<file path="config.mk">
export PLATFORM = sky130hd
export DESIGN_NAME = dispatch_router
export DESIGN_NICKNAME = d
export VERILOG_FILES = /design/src/rtl/xs_dispatch_pkg.sv /design/src/rtl/dispatch_router_rr_select.sv /design/src/rtl/dispatch_router.sv
export SDC_FILE = /design/constraint.sdc
export NUM_CORES = 1
export LEC_CHECK = 0
export ABC_AREA = 1
export BUFFER_PORTS_ARGS = -buffer_cell sky130_fd_sc_hd__buf_2
export CAP_MARGIN = 20
export CORE_MARGIN = 5
export CORE_UTILIZATION = 42
export CTS_CLUSTER_DIAMETER = 80
export DETAILED_ROUTE_END_ITERATION = 8
export GPL_TIMING_DRIVEN = 0
export PLACE_DENSITY = 0.79
export RECOVER_POWER = 25
export SYNTH_ARGS = -nofsm -noshare
export SYNTH_HDL_FRONTEND = slang
export SYNTH_SLANG_ARGS = --single-unit
</file>
<file path="constraint.sdc">
create_clock -name clock -period 6.3 [get_ports clock]
set_clock_uncertainty 0.2 [all_clocks]
set_input_delay 1.26 -clock clock [delete_from_list [all_inputs] [get_ports clock]]
set_output_delay 1.26 -clock clock [all_outputs]
set_load 0.02 [all_outputs]
</file>
<file path="src/rtl/xs_dispatch_pkg.sv">
// Shared dispatch-side types: ROB pointer, age compare and the FU codes used for routing.
package xs_dispatch_pkg;

    // Widest robIdx value any instance may use; narrower pointers are zero-extended into it.
    localparam int MAX_ROB_W = 16;

    localparam int FU_FMAC  = 8;
    localparam int FU_FMISC = 10;
    localparam int FU_FDIV  = 11;

    typedef struct packed {
        logic                 flag;
        logic [MAX_ROB_W-1:0] value;
    } rob_ptr_t;

    // True when a is younger than b; equal value with differing flag counts as younger.
    function automatic logic is_after(input rob_ptr_t a, input rob_ptr_t b);
        return (a.flag != b.flag) ^ (a.value > b.value);
    endfunction

endpackage

</file>
<file path="src/rtl/dispatch_router_rr_select.sv">
// Round-robin picker: rotate requests by ptr, take the lowest set bit, rotate the index back.
module rr_select
    import xs_dispatch_pkg::*;
#(
    parameter int N = 2,
    localparam int PW = (N > 1) ? $clog2(N) : 1
) (
    input  logic [N-1:0]  req_i,
    input  logic [PW-1:0] ptr_i,
    output logic [N-1:0]  gnt_o,
    output logic [PW-1:0] idx_o,
    output logic          any_o
);

    logic [N-1:0] rot;
    logic         found;
    int unsigned  pick;
    int unsigned  pos;
    int unsigned  sel;

    always_comb begin
        rot   = '0;
        found = 1'b0;
        pick  = 0;
        pos   = 0;
        sel   = 0;
        for (int unsigned j = 0; j < N; j++) begin
            pos = j + ptr_i;
            if (pos >= N) pos = pos - N;
            rot[j] = req_i[pos];
        end
        for (int unsigned j = 0; j < N; j++) begin
            if (!found && rot[j]) begin
                found = 1'b1;
                pick  = j;
            end
        end
        sel = pick + ptr_i;
        if (sel >= N) sel = sel - N;
        gnt_o = '0;
        if (found) gnt_o[sel] = 1'b1;
        idx_o = PW'(sel);
        any_o = found;
    end

endmodule

</file>
<file path="src/rtl/dispatch_router.sv">
// One-entry registered dispatch router: steers each uop to one RS port by fuType mask,
// round-robin among matching ports, and kills held/incoming uops younger than a redirect.
module dispatch_router
    import xs_dispatch_pkg::*;
#(
    parameter int NUM_OUT = 2,
    parameter int FU_W    = 4,
    parameter int ROB_W   = 5,
    parameter int DATA_W  = 128,
    parameter logic [NUM_OUT*(2**FU_W)-1:0] OUT_FU_MASK = 32'h0C00_0100
) (
    input  logic               clock,
    input  logic               reset,
    input  logic               io_in_valid,
    output logic               io_in_ready,
    input  logic [FU_W-1:0]    io_in_fuType,
    input  logic               io_in_robIdx_flag,
    input  logic [ROB_W-1:0]   io_in_robIdx_value,
    input  logic [DATA_W-1:0]  io_in_payload,
    input  logic               io_redirect_valid,
    input  logic               io_redirect_robIdx_flag,
    input  logic [ROB_W-1:0]   io_redirect_robIdx_value,
    output logic [NUM_OUT-1:0] io_out_valid,
    input  logic [NUM_OUT-1:0] io_out_ready,
    output logic [FU_W-1:0]    io_out_fuType,
    output logic               io_out_robIdx_flag,
    output logic [ROB_W-1:0]   io_out_robIdx_value,
    output logic [DATA_W-1:0]  io_out_payload,
    output logic               io_dropUnroutable
);

    localparam int NFU = 2**FU_W;
    localparam int PW  = (NUM_OUT > 1) ? $clog2(NUM_OUT) : 1;

    logic               v_q, v_d;
    logic [NUM_OUT-1:0] sel_q, sel_d;
    logic [PW-1:0]      rr_q, rr_d;
    logic               drop_q, drop_d;
    logic [FU_W-1:0]    fu_q;
    logic               flag_q;
    logic [ROB_W-1:0]   val_q;
    logic [DATA_W-1:0]  pay_q;

    logic [NUM_OUT-1:0] match, gnt;
    logic [NFU-1:0]     port_mask;
    logic [PW-1:0]      idx;
    logic               any;
    logic               out_fire, in_fire, in_kill, q_kill, load;
    rob_ptr_t           in_ptr, q_ptr, rd_ptr;

    always_comb begin
        match     = '0;
        port_mask = '0;
        for (int unsigned i = 0; i < NUM_OUT; i++) begin
            port_mask = OUT_FU_MASK[i*NFU +: NFU];
            match[i]  = port_mask[io_in_fuType];
        end
    end

    rr_select #(.N(NUM_OUT)) u_rr (
        .req_i (match),
        .ptr_i (rr_q),
        .gnt_o (gnt),
        .idx_o (idx),
        .any_o (any)
    );

    always_comb begin
        in_ptr.flag  = io_in_robIdx_flag;
        in_ptr.value = MAX_ROB_W'(io_in_robIdx_value);
        q_ptr.flag   = flag_q;
        q_ptr.value  = MAX_ROB_W'(val_q);
        rd_ptr.flag  = io_redirect_robIdx_flag;
        rd_ptr.value = MAX_ROB_W'(io_redirect_robIdx_value);
    end

    assign io_out_valid = {NUM_OUT{v_q}} & sel_q;
    assign out_fire     = |(io_out_valid & io_out_ready);
    assign io_in_ready  = !v_q || out_fire;
    assign in_fire      = io_in_valid && io_in_ready;
    assign in_kill      = io_redirect_valid && is_after(in_ptr, rd_ptr);
    assign q_kill       = io_redirect_valid && v_q && is_after(q_ptr, rd_ptr);
    assign load         = in_fire && !in_kill && any;

    // A killed or fired entry empties unless a new uop replaces it on the same edge.
    always_comb begin
        v_d    = v_q;
        sel_d  = sel_q;
        rr_d   = rr_q;
        drop_d = 1'b0;
        if (out_fire || q_kill) v_d = 1'b0;
        if (in_fire && !in_kill) begin
            if (any) begin
                v_d   = 1'b1;
                sel_d = gnt;
                rr_d  = (idx == PW'(NUM_OUT - 1)) ? '0 : idx + 1'b1;
            end else begin
                drop_d = 1'b1;
            end
        end
    end

    always_ff @(posedge clock) begin
        if (reset) begin
            v_q    <= 1'b0;
            sel_q  <= '0;
            rr_q   <= '0;
            drop_q <= 1'b0;
        end else begin
            v_q    <= v_d;
            sel_q  <= sel_d;
            rr_q   <= rr_d;
            drop_q <= drop_d;
        end
    end

    always_ff @(posedge clock) begin
        if (load) begin
            fu_q   <= io_in_fuType;
            flag_q <= io_in_robIdx_flag;
            val_q  <= io_in_robIdx_value;
            pay_q  <= io_in_payload;
        end
    end

    assign io_out_fuType       = fu_q;
    assign io_out_robIdx_flag  = flag_q;
    assign io_out_robIdx_value = val_q;
    assign io_out_payload      = pay_q;
    assign io_dropUnroutable   = drop_q;

    always_ff @(posedge clock) begin
        if (!reset) begin
            assert ($onehot0(io_out_valid));
            assert (v_q || io_in_ready);
        end
    end

endmodule

</file>
==> results.toml, run 1 <==
[status]
outcome = "finished clean"

[synth]
synth_warnings = 0
synth.area.top_cells = "edfxtp_1, ha_1, dfxtp_1"
ys.flop_type = "edfxtp_1"
synth_most_common_cell = "edfxtp_1"
synth_top_area_frac = 0.887
syn_inst = 219
yosysTopAreaCell = "edfxtp_1"
yosysSeqAreaShare = 0.904
synthTopCellsByCount = "edfxtp_1, nand2_1, inv_1"
ys_types = 18
synth_area_per_cell_um2 = 21.3
async_flop_share = 0
synth_nets = 379
synth_edf_count = 138
ys_seq_elements = 142
syn-cell-area_um2 = 4670

[worst_setup_path]
crit_path_end_kind = "output port"
crit_path_start_kind = "primary input"
arrival_ps = 1820
worstSetupPathType = "in -> out"
required_ps = 4840
cp_max_fo = 2

[die]
die_y_um = 115
num_rows = 38
core_area_um2 = 10900
die-area_um2 = 13300
ios = 292
start_util = 0.429
chipWidth_um = 115

[layout]
layout-drive-gt1-share = 0.608
fill_cells = 819
syn_to_final_growth_pct = 47.7
multi_input_area_um2 = 373
ff_latch_area_um2 = 4220
fin_util = 0.634
diodes = 0
finalNetCount = 690

[flow_run]
drv_cap = 0

[grt]
grt_usage = 0.174
grt-ovfl-total = 0
first_global_vias = 3272
grt_max_degree = 110
grt_first_pass_wirelength_um = 17300
antenna_found_initial = 1

[placed_design]
post-place-ws_ps = 2610
dp.final_hpwl_um = 9180
portBuffers = 291
gp_congestion = 0.751

[clock_network]
numCtsBuffers = 17
clockBufferDepth = 2
cts_resized = 0
clock_sinks = 142
clkTransAtPathRegs_ps = 60
cts-root-buf = "clkbuf_8"
clkLatencyLatePin_ps = 500
post_cts_buffers = 0
ctsHoldBuffers = 0
htreeDepth = 4
cts_tree = "built"

[timing]
slew_headroom = 0.621
max_freq_mhz = 305
setup_viol = 0
rsz0062_at_grt = "no"
period_needed_ps = 3280
final_hold_viol_count = 0
tightest_slew_ps = 568
finalWorstSetupSlack_ps = 3020
maxSlewViolCount = 0
finalCritPeriodShare = 0.520

[power]
irDropWorstVdd_mv = 0.162
power_density_nw_per_um2 = 322
power.leakage_nw = 2.99

[routing]
detail-route-antenna-nets = 0
viasPerCell = 4.45
drc = 0
wl_per_cell_um = 17.4
drt-initial-drc-count = 174
wl_um = 11900
num_vias = 3031
firstDrtPassIters = 4

[worst_hold_path]
worstHoldPathType = "reg -> reg"
path summary, 6_finish.rpt:
| kind | to | cells after the start | slack (ps) | start |
|---|---|---|---|---|
| setup / recovery | io_in_ready | 5 | 3020 | io_out_ready[1] |
| hold / removal | sel_q[0]$_SDFFE_PP0P_ | 2 | 280 | sel_q[0]$_SDFFE_PP0P_ |
| setup reg to reg | io_out_payload[46]$_DFFE_PP_ | 8 | 3960 | sel_q[1]$_SDFFE_PP0P_ |
| hold reg to reg | sel_q[0]$_SDFFE_PP0P_ | 2 | 280 | sel_q[0]$_SDFFE_PP0P_ |
registers in the layout, indices dropped and copies added (netlist names):
signal,count
io_out_fuType,4
sel_q,2
io_out_robIdx_flag,1
io_dropUnroutable,1
v_q,1
io_out_payload,128
io_out_robIdx_value,5
logic make-up after synthesis:
group	count (synthesis)	synth area share
AOI/OAI and AO/OA	8	0.00991
DFF	142	0.904
and+or+nand+nor	37	0.0394
xor gates and xnor gates	2	0.00375
buffers and inverters	20	0.0161
adders and majority gates	10	0.0268
cell usage in the layout (no fill, tap or decap), drive strengths merged, types with 4 or more instances in the layout:
master and instances:
buf 292, edfxtp 138, nand2 24, inv 20
clkbuf 18, ha 10, a21oi 7, nand3 7
clkinv 6, dfxtp 4, nor2 4
area by class of cell:
class / instances / area share
clock inverter: 12 / 0.0214
clock buffer: 18 / 0.0606
sequential: 142 / 0.612
timing repair buffer: 292 / 0.215
inverter: 20 / 0.0116
multi-input combinational: 57 / 0.0540
tap: 140 / 0.0254
power by group:
group,internal (mW),switching (mW),total [mW]
clock,0.595,0.358,0.953
sequential,1.08,0.0103,1.09
combinational,0.0684,0.107,0.175
metal layers:
layer / wire length, um / track usage
met4: 119 / 0.0556
met2: 6480 / 0.314
met3: 1430 / 0.0778
met1: 3820 / 0.182
met5: 13 / 0
worst max-delay path: stages:
cell and delay, ps:
buf_2 80, nand2_1 40, and3_1 180, inv_1 90, buf_2 170
per-stage QoR:
stage          instance area (um^2)  instances  power, mW  setup TNS (ps)  hold slack (ps)
6_report                       6900        681       2.22               0              283
5_1_grt                        6900        681       2.31               0              321
2_1_floorplan                  4670        219       1.20               0              235
4_1_cts                        6900        681       2.25               0              285
3_5_place_dp                   6340        651       1.29               0              277
3_3_place_gp                   6300        650       1.28          -30820              257
No activity file was read; power rests on OpenSTA's default activity.
==> run 2: changes to the inputs <==
Clock period 6.3 ns to 3.1 ns, I/O delays scaled along.
==> run 2 against run 1 <==
Net effect:
- die area unchanged
- clock power up 100%
- final area rose by 2.1%
- register-to-register slack lost 3100 ps
- global-route usage decreased by 0.48 points
- critical path depth is 8 higher
- via count is 0.56% higher
- clock-buffer cell count stayed put
- worst hold slack lost 200 ps
- highest routed layer is now met4
- flip-flop and latch count unchanged
- non-clock buffer count up 2
- utilization is 1.3 points higher
- largest power group unchanged
==> results.toml, run 2 (synthesized netlist as in run 1, its figures left out) <==
[placed_design]
dp.final_hpwl_um = 9580
placed_area_um2 = 6470
post-place-ws_ps = 0.113
gp_congestion = 0.765
portBuffers = 291

[worst_setup_path]
arrival_ps = 2580
rr_endpoint = "io_out_payload[88]$_DFFE_PP_"
reg2reg_slack_ps = 910
crit_path_end_kind = "flip-flop"
r2r-start = "sel_q[1]$_SDFFE_PP0P_"
worstSetupPathType = "in -> reg"
required_ps = 3140
crit_path_start_kind = "primary input"
reg2reg_depth = 8
crit_start = "io_redirect_robIdx_value[2]"
cp_max_fo = 49

[die]
start_util = 0.429
num_rows = 38
core_area_um2 = 10900
chipWidth_um = 115
die_y_um = 115
ios = 292
die-area_um2 = 13300

[worst_hold_path]
holdPathEnd = "io_out_payload[118]$_DFFE_PP_"
hold_path_depth = 1
min-delay-start = "io_in_payload[118]"
worstHoldPathType = "in -> reg"

[layout]
final_cell_mix = "buf_2, edfxtp_1, nand2_1"
stdcell_area_um2 = 7050
finalNetCount = 692
fill_cells = 783
multi_input_area_um2 = 440
ff_latch_area_um2 = 4220
syn_to_final_growth_pct = 50.8
largest_reg_flops = 128
fin_util = 0.647
diodes = 0
layout-drive-gt1-share = 0.629
layout_commonest_cell = "buf_2"

[grt]
first_global_vias = 3240
grt_first_pass_wirelength_um = 16500
grt-ovfl-total = 0
grt_max_degree = 50
antenna_found_initial = 0
grt_usage = 0.170

[routing]
detail-route-antenna-nets = 0
firstDrtPassIters = 4
drt-initial-drc-count = 149
drc = 0
viasPerCell = 4.45
num_vias = 3048
wl_um = 11900
wl_per_cell_um = 17.4

[flow_run]
drv_cap = 0

[power]
p_switching_mw = 1.04
p_int_mw = 3.51
p_clk_frac = 0.429
p_seq_frac = 0.488
switching_share = 0.228
irDropWorstVdd_mv = 0.316
power_mw = 4.54
power.leakage_nw = 3.02
combPwrFrac = 0.083
power_density_nw_per_um2 = 645

[clock_network]
cts_tree = "built"
cts_resized = 0
htreeDepth = 4
clockBufferDepth = 2
cts-root-buf = "clkbuf_8"
clock_sinks = 142
clkLatencyLatePin_ps = 510
numCtsBuffers = 17
clkTransAtPathRegs_ps = 60
ctsHoldBuffers = 0
post_cts_buffers = 0

[timing]
setup_viol = 0
finalWorstSetupSlack_ps = 559
hold-worst-slack_ps = 80.0
maxSlewViolCount = 0
period_needed_ps = 2540
max_freq_mhz = 394
finalCritPeriodShare = 0.820
slew_headroom = 0.638
final_hold_viol_count = 0
tightest_slew_ps = 542
rsz0062_at_grt = "no"

[status]
outcome = "finished clean"
## run 2: power groups by stage
stage / registers (mW) / logic (mW) / clock network [mW]
3_3_place_gp: 2.26 / 0.363 / 0
2_1_floorplan: 2.37 / 0.0759 / 0
6_report: 2.22 / 0.378 / 1.95
5_1_grt: 2.22 / 0.405 / 2.10
4_1_cts: 2.22 / 0.385 / 2.00
3_5_place_dp: 2.26 / 0.383 / 0
## run 2: final cells by class
class | instances | share of cell area
Inverter | 20 | 0.0147
Sequential cell | 142 | 0.600
Clock buffer | 18 | 0.0593
Multi-Input combinational cell | 57 | 0.0625
Tap cell | 140 | 0.0249
Timing Repair Buffer | 294 | 0.216
Clock inverter | 14 | 0.0227
## run 2: worst max path at each step
stage	end	slack [ps]	cells after the start
2_1_floorplan	io_out_fuType[0]$_DFFE_PP_	-1010	11
3_3_place_gp	io_out_payload[105]$_DFFE_PP_	-1940	12
3_5_place_dp	io_out_payload[115]$_DFFE_PP_	0.1	13
4_1_cts	io_out_payload[84]$_DFFE_PP_	550	13
5_1_grt	io_out_payload[84]$_DFFE_PP_	420	13
6_report	io_out_payload[88]$_DFFE_PP_	560	13
## run 2: metal layers
layer,track usage,share of wire,up-vias
met5,0,0,-
met4,0.0642,0.013,0
met3,0.0700,0.11,16
met2,0.308,0.54,167
met1,0.174,0.34,1416
li1,-,-,1449
## run 2: through the flow
step                cells  TNS (ps)
finish                685         0
global route          685         0
CTS                   685         0
detailed placement    653         0
global placement      650   -266900
floorplan             219   -138700
## run 2: worst max-delay path, stage by stage
cell	delay (ps)
buf_2	160
inv_12	40
ha_4	260
nand2_4	50
nor2_4	110
nand2_2	60
nand3_2	50
nand2_1	50
nand2_1	70
nand3_2	120
nand3_4	120
clkinvlp_4	450
buf_12	400
==> run 3: changes to the inputs <==
Clock period 3.1 ns to 2.5 ns, I/O delays scaled along.
==> run 3 against run 2 <==
Net effect:
- the flow now stops in 4_1_cts
- synthesized cell count unchanged
- synthesized area did not move
==> results.toml, run 3 <==
[status]
outcome = "stopped before the end"
lastStage = "4_1_cts"
stop_error = "[ERROR RSZ-0060] Max buffer count reached."

[clock_network]
cts-root-buf = "clkbuf_8"
clock_sinks = 142
post_cts_buffers = 0
clockBufferDepth = 2
cts_resized = 0
numCtsBuffers = 17
ctsHoldBuffers = 138
htreeDepth = 4

[placed_design]
dpl.cell_count = 653
gp_congestion = 0.765
placed_area_um2 = 6470
dp.final_hpwl_um = 9580
portBuffers = 291

[synth]
synth_top_area_frac = 0.887
ys.flop_type = "edfxtp_1"
synth.area.top_cells = "edfxtp_1, ha_1, dfxtp_1"
synth_most_common_cell = "edfxtp_1"
yosysTopAreaCell = "edfxtp_1"
async_flop_share = 0
ys_seq_elements = 142
ys_types = 18
synth_warnings = 0
synth_edf_count = 138
syn_inst = 219
syn-cell-area_um2 = 4670
synth_nets = 379
yosysSeqAreaShare = 0.904
synth_area_per_cell_um2 = 21.3
synthTopCellsByCount = "edfxtp_1, nand2_1, inv_1"

[die]
ios = 292
chipWidth_um = 115
start_util = 0.429
die_y_um = 115
num_rows = 38
[run 3: cell counts after synthesis]
No cell type changed its count.
[run 3: metrics by stage]
stage / util / worst slack (ps)
after floorplan: - / -1490
after global placement: 0.588 / -2420
after detailed placement: 0.594 / -480
[run 3: cell families after synthesis]
| logic type | after synthesis | synth area share |
|---|---|---|
| adders and majority gates | 10 | 0.0268 |
| DFF | 142 | 0.904 |
| AOI/OAI and AO/OA | 8 | 0.00991 |
| buffers and inverters | 20 | 0.0161 |
| xor gates and xnor gates | 2 | 0.00375 |
| and+or+nand+nor | 37 | 0.0394 |
==> run 4: changes to the inputs <==
Settings changed: CORE_UTILIZATION 42 to 40, CTS_CLUSTER_DIAMETER 80 to unset, PLACE_DENSITY 0.79 to unset, PLACE_DENSITY_LB_ADDON set to 0.15.
==> run 4 against run 3 <==
Net effect:
- the flow now finishes without violations
==> results.toml, run 4 (synthesized netlist as in run 1, its figures left out) <==
[status]
outcome = "finished clean"

[routing]
firstDrtPassIters = 4
num_vias = 3101
viasPerCell = 4.49
detail-route-antenna-nets = 0
drc = 0
wl_um = 12500
drt-initial-drc-count = 173
wl_per_cell_um = 18.0

[worst_setup_path]
cp_cell_sequence = "buf_2, inv_12, ha_4, nand2_4, nor2_4, nand2_2, nand3_2, nand3_1, nand3_2, nand3_4, clkinvlp_4, buf_12, buf_12"
required_ps = 2400
cp_max_fo = 37
crit_path_top_delay_cell = "ha_4"
critPathTopFamily = "buffers and inverters"
critPathBufInv = 5
crit_path_end_kind = "flip-flop"
worstSetupPathType = "in -> reg"
reg2reg_slack_ps = 470
max_stage_delay_ps = 270
arrival_ps = 2190
crit_path_start_kind = "primary input"

[placed_design]
dp.final_hpwl_um = 9830
dpl.cell_count = 656
post-place-ws_ps = -872
portBuffers = 291
gp_congestion = 0.781

[grt]
grt_max_degree = 39
grt-ovfl-total = 0
grt_first_pass_wirelength_um = 18400
grt_usage = 0.177
first_global_vias = 3244
antenna_found_initial = 2

[layout]
instances_no_fill = 691
largest_reg_flops = 128
syn_to_final_growth_pct = 49.9
fill_cells = 922
ff_latch_area_um2 = 4220
layout-drive-gt1-share = 0.618
layout_commonest_cell = "buf_2"
final_cell_mix = "buf_2, edfxtp_1, nand2_1"
finalNetCount = 695
multi_input_area_um2 = 440

[clock_network]
htreeDepth = 4
cts-root-buf = "clkbuf_16"
clock_sinks = 142
clockBufferDepth = 2
ctsHoldBuffers = 0
cts_tree = "built"
numCtsBuffers = 17
clkTransAtPathRegs_ps = 60
clkLatencyLatePin_ps = 410

[power]
power.leakage_nw = 3.00
power_density_nw_per_um2 = 773
irDropWorstVdd_mv = 0.540

[timing]
setup_viol = 0
final_hold_viol_count = 0
max_freq_mhz = 436
finalCritPeriodShare = 0.917
period_needed_ps = 2290
maxSlewViolCount = 0
tightest_slew_ps = 381
finalWorstSetupSlack_ps = 206
slew_headroom = 0.746
rsz0062_at_grt = "no"

[flow_run]
drv_cap = 0

[die]
chipWidth_um = 118
core_area_um2 = 11400
ios = 292
num_rows = 39
die-area_um2 = 13900
start_util = 0.409
die_y_um = 118

[worst_hold_path]
worstHoldPathType = "in -> reg"
-- run 4: per-layer routing --
metal / vias to the layer above / global-route usage / share of wire
met2: 170 / 0.302 / 0.51
li1: 1461 / - / -
met3: 22 / 0.0802 / 0.099
met4: 2 / 0.0774 / 0.025
met1: 1446 / 0.187 / 0.36
met5: - / 0 / 0.00080
-- run 4: layout make-up --
| class | instances | area share |
|---|---|---|
| Antenna cell | 1 | 0.000357 |
| Multi-Input combinational cell | 57 | 0.0629 |
| Clock inverter | 11 | 0.0109 |
| Timing Repair Buffer | 296 | 0.219 |
| Tap cell | 143 | 0.0256 |
| Clock buffer | 20 | 0.0624 |
| Sequential cell | 142 | 0.603 |
| Timing Repair inverter | 1 | 0.00107 |
| Inverter | 20 | 0.0148 |
-- run 4: path summary, 6_finish.rpt --
| kind | endpoint | cells after the start | start |
|---|---|---|---|
| worst min register to register | sel_q[0]$_SDFFE_PP0P_ | 2 | sel_q[0]$_SDFFE_PP0P_ |
| worst min-delay path | io_out_payload[28]$_DFFE_PP_ | 1 | io_in_payload[28] |
| worst max-delay path | io_out_payload[15]$_DFFE_PP_ | 13 | io_redirect_robIdx_value[2] |
| worst max register to register | io_out_payload[15]$_DFFE_PP_ | 9 | sel_q[1]$_SDFFE_PP0P_ |
-- run 4: stage by stage --
| step | area (um^2) | TNS, ps | hold WS [ps] | util | power [mW] |
|---|---|---|---|---|---|
| 2_1_floorplan | 4770 | -204940 | 235 | - | 3.03 |
| 3_3_place_gp | 6400 | -353120 | 259 | 0.561 | 3.26 |
| 3_5_place_dp | 6460 | -92040 | 279 | 0.566 | 3.27 |
| 4_1_cts | 7000 | 0 | 40.9 | 0.613 | 5.47 |
| 5_1_grt | 7000 | 0 | 36.8 | 0.613 | 5.63 |
| 6_report | 7000 | 0 | 63.2 | 0.613 | 5.41 |
-- run 4: where the power goes --
group	internal (mW)	switching (mW)	total, mW	leakage (nW)
registers	2.73	0.0244	2.75	1.29
logic	0.188	0.282	0.470	1.47
clock network	1.33	0.856	2.19	0.251
-- run 4: timing repair --
action	4_1_cts	5_1_grt
gates resized for setup	1	0
endpoints found under the setup margin	129	0
buffers inserted	2	0
